**src/rtl/rca4_sum_accumulator_if.sv**
```systemverilog
// Valid/ready bundle between the 4-bit adder result stream and its block-sum sink.
// The accumulator binds to the slave modport; the producer/consumer side binds to master.
interface rca4_sum_accumulator_if #(
  parameter int unsigned ACC_WIDTH = 8
);
  logic                 in_valid;
  logic                 in_ready;
  logic [3:0]           in_sum;
  logic                 in_cout;
  logic                 out_valid;
  logic                 out_ready;
  logic [ACC_WIDTH-1:0] out_acc;
  logic                 out_ovf;
  logic [7:0]           out_cnt;

  modport master (
    output in_valid, in_sum, in_cout, out_ready,
    input  in_ready, out_valid, out_acc, out_ovf, out_cnt
  );

  modport slave (
    input  in_valid, in_sum, in_cout, out_ready,
    output in_ready, out_valid, out_acc, out_ovf, out_cnt
  );
endinterface

```
**src/rtl/rca4_sum_accumulator.sv**
```systemverilog
// Sums BLOCK_LEN adder results {cout,sum} into an ACC_WIDTH register and hands the
// block total, with a sticky wrap flag, to the sink over a valid/ready handshake.
module rca4_sum_accumulator #(
  parameter int unsigned ACC_WIDTH = 8,
  parameter int unsigned BLOCK_LEN = 4
) (
  input  logic                         clk,
  input  logic                         rst,
  rca4_sum_accumulator_if.slave        bus
);

  typedef enum logic {
    ST_ACCUM = 1'b0,
    ST_DONE  = 1'b1
  } state_e;

  localparam logic [7:0] LAST_CNT = 8'(BLOCK_LEN - 1);

  state_e               state_q, state_d;
  logic [ACC_WIDTH-1:0] acc_q,   acc_d;
  logic                 ovf_q,   ovf_d;
  logic [7:0]           cnt_q,   cnt_d;

  logic                 xfer;
  logic [ACC_WIDTH:0]   operand;
  logic [ACC_WIDTH:0]   sum_next;

  // in_ready depends on state alone so the producer never sees a combinational loop.
  assign bus.in_ready  = (state_q == ST_ACCUM);
  assign bus.out_valid = (state_q == ST_DONE);
  assign bus.out_acc   = acc_q;
  assign bus.out_ovf   = ovf_q;
  assign bus.out_cnt   = cnt_q;

  assign xfer     = bus.in_valid && (state_q == ST_ACCUM);
  assign operand  = (ACC_WIDTH + 1)'({bus.in_cout, bus.in_sum});
  assign sum_next = {1'b0, acc_q} + operand;

  always_comb begin
    // NOTE: every _d defaults to its _q first, so no path through this block can infer a latch.
    state_d = state_q;
    acc_d   = acc_q;
    ovf_d   = ovf_q;
    cnt_d   = cnt_q;

    unique case (state_q)
      ST_ACCUM: begin
        if (xfer) begin
          acc_d = sum_next[ACC_WIDTH-1:0];
          ovf_d = ovf_q | sum_next[ACC_WIDTH];
          cnt_d = cnt_q + 8'd1;
          if (cnt_q == LAST_CNT) begin
            state_d = ST_DONE;
          end
        end
      end
      ST_DONE: begin
        // The drain edge clears the block; no input is taken in this cycle.
        if (bus.out_ready) begin
          state_d = ST_ACCUM;
          acc_d   = '0;
          ovf_d   = 1'b0;
          cnt_d   = '0;
        end
      end
      default: state_d = ST_ACCUM;
    endcase
  end

  always_ff @(posedge clk) begin
    // NOTE: state registers use non-blocking assignments so every flop samples pre-edge values.
    if (rst) begin
      state_q <= ST_ACCUM;
      acc_q   <= '0;
      ovf_q   <= 1'b0;
      cnt_q   <= '0;
    end else begin
      state_q <= state_d;
      acc_q   <= acc_d;
      ovf_q   <= ovf_d;
      cnt_q   <= cnt_d;
    end
  end

endmodule

```
**src/flat_wrapper.sv**
```systemverilog
// flat-port wrapper written by rule: the top's interface ports become plain ports
module rca4_sum_accumulator_flat 
#(
  parameter int unsigned ACC_WIDTH = 8,
  parameter int unsigned BLOCK_LEN = 4
)
  (clk, rst, bus_in_valid, bus_in_sum, bus_in_cout, bus_out_ready, bus_in_ready, bus_out_valid, bus_out_acc, bus_out_ovf, bus_out_cnt);
  rca4_sum_accumulator_if #(.ACC_WIDTH(ACC_WIDTH)) bus_i ();
  input  logic clk;
  input  logic rst;
  input wire logic [$bits(bus_i.in_valid)-1:0] bus_in_valid;
  input wire logic [$bits(bus_i.in_sum)-1:0] bus_in_sum;
  input wire logic [$bits(bus_i.in_cout)-1:0] bus_in_cout;
  input wire logic [$bits(bus_i.out_ready)-1:0] bus_out_ready;
  output wire logic [$bits(bus_i.in_ready)-1:0] bus_in_ready;
  output wire logic [$bits(bus_i.out_valid)-1:0] bus_out_valid;
  output wire logic [$bits(bus_i.out_acc)-1:0] bus_out_acc;
  output wire logic [$bits(bus_i.out_ovf)-1:0] bus_out_ovf;
  output wire logic [$bits(bus_i.out_cnt)-1:0] bus_out_cnt;
  assign bus_i.in_valid = bus_in_valid;
  assign bus_i.in_sum = bus_in_sum;
  assign bus_i.in_cout = bus_in_cout;
  assign bus_i.out_ready = bus_out_ready;
  assign bus_in_ready = bus_i.in_ready;
  assign bus_out_valid = bus_i.out_valid;
  assign bus_out_acc = bus_i.out_acc;
  assign bus_out_ovf = bus_i.out_ovf;
  assign bus_out_cnt = bus_i.out_cnt;
  rca4_sum_accumulator #(.ACC_WIDTH(ACC_WIDTH), .BLOCK_LEN(BLOCK_LEN)) u_core (.clk(clk), .rst(rst), .bus(bus_i));
endmodule
```
**config.mk**
```make
export PLATFORM = sky130hd
export DESIGN_NAME = rca4_sum_accumulator_flat
export DESIGN_NICKNAME = d
export VERILOG_FILES = /design/src/rtl/rca4_sum_accumulator_if.sv /design/src/rtl/rca4_sum_accumulator.sv /design/src/flat_wrapper.sv
export SDC_FILE = /design/constraint.sdc
export NUM_CORES = 1
export LEC_CHECK = 0
export CORE_MARGIN = 3
export CORE_UTILIZATION = 50
export CTS_CLUSTER_SIZE = 10
export DETAILED_ROUTE_END_ITERATION = 10
export HOLD_SLACK_MARGIN = 0.05
export PLACE_DENSITY = 0.9
export SYNTH_ARGS = -nofsm -noshare
export SYNTH_HDL_FRONTEND = slang
export SYNTH_SLANG_ARGS = --single-unit
```
**constraint.sdc**
```tcl
create_clock -name clk -period 4.6 [get_ports clk]
set_input_delay 0.92 -clock clk [delete_from_list [all_inputs] [get_ports clk]]
set_output_delay 0.92 -clock clk [all_outputs]
set_load 0.005 [all_outputs]
```
* Word level (Yosys, flattened, before mapping)
Cells that the tools add are included.
** Operators by class
- $add $sub $neg :: 2
- Muxes and demuxes :: 12
- Reduce and logical (&&, ||, !) cells :: 2
- Equality and inequality tests :: 3
- Bitwise operators :: 2
** Operator list (number)
- $pmux W8 S2 :: 2
- $mux W8 :: 3
- $add A8 B5 Y9 :: 1
- $add A8 B1 Y8 const B :: 1
- $eq A8 B2 Y1 const B :: 1
- $mux W1 :: 5
- $pmux W1 S2 :: 2
- $ne A2 B1 Y1 const B :: 1
- $ne A2 B2 Y1 const B :: 1
- $reduce_and A2 Y1 :: 1
- $logic_and A1 B1 Y1 :: 1
- $not A1 Y1 :: 1
- $or A1 B1 Y1 :: 1
** Word-level totals
- Input port bits :: 9
- Bits in registers :: 18

* Longest topological paths before layout
- Depth in word-level cells :: 4
- Gate-level depth with buffers :: 6
- Gate-level depth less buffers :: 6

* Least setup slack after synthesis
No wires, ideal clock.
- Kind :: input to register
- Start point :: in bus_in_sum[0]
- End point :: reg u_core.acc_q[6], in the netlist u_core.bus.out_acc[6]
- Stages on the path :: 6
- Arrival time :: 2114 ps
- Slack :: 2393 ps
- Library setup time :: 92 ps
- Cells stage by stage :: ha_1 -> fa_1 -> a21oi_1 -> o22ai_1 -> xnor2_1 -> o32ai_1
** Between the ends
- Word-level cells in the longest chain between the ends :: 3
** RTL lines
- start: declaration :: RTL line flat_wrapper.sv:12 : input wire logic [$bits(bus_i.in_sum)-1:0] bus_in_sum;
- $add A8 B5 Y9 :: RTL line rca4_sum_accumulator.sv:37 : assign sum_next = {1'b0, acc_q} + operand;
- $mux W8 :: RTL line rca4_sum_accumulator.sv:48 : if (xfer) begin
- $pmux W8 S2 :: RTL line rca4_sum_accumulator.sv:46 : unique case (state_q)
- end signal: assignment :: RTL line rca4_sum_accumulator.sv:74 : acc_q <= '0;
- end signal: assignment :: RTL line rca4_sum_accumulator.sv:79 : acc_q <= acc_d;
- end: declaration :: RTL line rca4_sum_accumulator.sv:20 : logic [ACC_WIDTH-1:0] acc_q, acc_d;
No other way between the ends. The select of a mux whose other input is x is not followed.
A chain may end at the register's enable or synchronous reset.

* Worst setup path after layout
Ends and elaborated chain as after synthesis.

==> results.tsv <==
stage	metric	value	unit
status	outcome	complete, no violations	
routing	drc	0	
die	die_area	0.00261	sq mm
synth	syn-cell-area	0.00102	sq mm
clocking	insertion_delay	0.30	ns
timing	worst_slack	2.14	ns
clocking	numClockSinks	18	
die	num_io_pins	28	
routing	first_iter_violations	19	
finish	nFillCells	151	
synth	yosys.area.top_type_share	35.4	%
timing	finalHoldWorstSlack	0.497	ns
die	fp.dieH	51.1	um
finish	drive_gt1_share	4.86	%
pwr	p_total	0.348	mW
timing	setup_viol	0	
critical_path	worstSetupEndpointType	flip-flop	
finish	design_area	0.00133	sq mm
synth	ys_ff_latch	18	
global_route	grt_pass1_vias	924	
critical_path	worstSetupStartpointType	primary input	
timing	worstMarginPinSlew	0.881	ns
finish	final_util	73.1	%
routing	vias	998	
placement	placed_cell_area	0.00129	sq mm
die	start_util	55.9	%
synth	yosys.area.top_type	dfxtp_1	
timing	min_period_over_period	53.4	%
global_route	grtUsageTotal	21.1	%
synth	synthTopCellsByCount	18 x dfxtp_1, 16 x nor2_1, 10 x a21oi_1	
timing	timing.setup.tns	0	ns
die	core	0.00182	sq mm
synth	yosys-top-cells-area	dfxtp_1 35%, ha_1 7.4%, nor2_1 5.9%	
die	rows	15	
placement	portBuffers	27	
synth	synth-seq-area-share	35.4	%
clocking	cts_buffer_depth	2	
routing	routedWlPerCell	14.4	um
placement	dp.final_hpwl	1830	um
routing	drt_wl_total	2440	um
timing	rsz0062_at_grt	false	
clocking	h-tree-depth	1	
die	fp.dieW	51.1	um
placement	gp_congestion	0.849	
placement	place_inst	165	
routing	antenna_left	0	
global_route	grt_overflow_total	0	
global_route	grt_pass1_wl	4210	um
clocking	cts-buffers-inserted	3	
global_route	antenna_found_initial	0	
critical_path	arrival	2.66	ns
clocking	cts_resized	0	
synth	ys_types	38	
routing	drt-pass1-iter-count	4	
flow_run	max_cap_violations	0	
timing	finalHoldViolCount	0	
synth	syn_area_per_cell	8.63	sq um
timing	fin_skew	0.00513	ns
critical_path	cp_max_fo	3	
synth	synthFlopType	dfxtp_1	
routing	via_per_inst	5.91	
global_route	grt_max_degree	23	
hold_path	hold_class	reg2reg	
critical_path	cp.required	4.81	ns
clocking	holdBufCountCts	0	
timing	max_freq	407	MHz
clocking	cts-root-buf	clkbuf_4	
clocking	clk_pin_slew	0.10	ns
critical_path	worst-setup-path-type	in2reg	
placement	place_ws	1.81	ns
pwr	power.density	262	mW/mm^2
synth	async_flop_share	0	%
timing	slew_viol_final	0	
synth	yosysWarnings	0	
synth	synthCells	118	
finish	area_delta_synth_final	30.7	%
finish	stdcell_count	169	
timing	slew-limit-headroom	39.6	%
clocking	postCtsSetupBuffers	0	
synth	syn_nets	134	
clocking	tritoncts	done	
finish	diodes	0	
finish	nets	161	
timing	period_minus_slack	2.46	ns
pwr	leakagePower	0.506	nW
pwr	max-vdd-ir-drop	0.000206	V
synth	synth_edf_count	0	
synth	synth_most_common_cell	dfxtp_1	
flip-flops by register name (all words and copies together) (netlist names):
register / cells
u_core.bus.out_cnt: 8
u_core.bus.out_valid: 1
u_core.bus.out_ovf: 1
u_core.bus.out_acc: 8
cells by family after synthesis:
group | Yosys count | share of synthesized area (%)
multiplexers | 2 | 1.97
XOR/XNOR | 3 | 2.58
AND/OR/NAND/NOR | 50 | 27.8
flip-flops | 18 | 35.4
AO/OA/AOI/OAI | 31 | 19.8
buffers and inverters | 7 | 3.19
adder cells (fa/ha/maj) | 7 | 9.34
placed cells by master (no fill, tap or decap), drive strengths merged, types with 2 or more instances in the layout:
cell	instances
nor2	16
mux2i	2
o31ai	4
a21o	2
o21ai	3
or3	2
a21oi	10
nand3	5
clkdlybuf4s50	27
xnor2	2
nand2	4
dfxtp	18
clkbuf	4
ha	6
inv	2
o211ai	3
nand4	5
nand2b	4
a22oi	4
nor4	3
nand3b	3
cell type report:
type,instances,area [sq um],area share [%]
multi-input combinational,93,626,47.0
sequential,18,360,27.1
timing repair buffer,27,270,20.3
clock buffer,4,36.3,2.73
tap,25,31.3,2.35
inverter,2,7.51,0.564
critical path, stage by stage:
cell,delay [ns]
clkdlybuf4s50_1,0.41
ha_1,0.22
fa_1,0.40
a21oi_1,0.24
o22ai_1,0.14
xnor2_1,0.14
o32ai_1,0.20
metal layers:
layer	part of all wire, %	vias to the layer above	track usage [%]
met1	41	462	24.8
met3	6.4	5	2.92
li1	-	491	-
met5	0	-	0
met2	51	40	37.8
met4	1.3	0	8.52
report_power, final:
group / switching (mW) / total, mW / internal [mW]
clock: 0.0525 / 0.101 / 0.0483
combinational: 0.0371 / 0.0762 / 0.0391
sequential: 0.00830 / 0.171 / 0.163
final timing paths:
| kind | slack (ns) | to | depth (start not counted) | startpoint |
|---|---|---|---|---|
| max | 2.14 | u_core.bus.out_acc[6] | 7 | bus_in_sum[0] |
| min | 0.50 | u_core.bus.out_ovf | 2 | u_core.bus.out_ovf |
| max reg2reg | 2.67 | u_core.bus.out_cnt[5] | 4 | u_core.bus.out_valid |
| min reg2reg | 0.50 | u_core.bus.out_ovf | 2 | u_core.bus.out_ovf |
(Power assumes the default switching activity.)
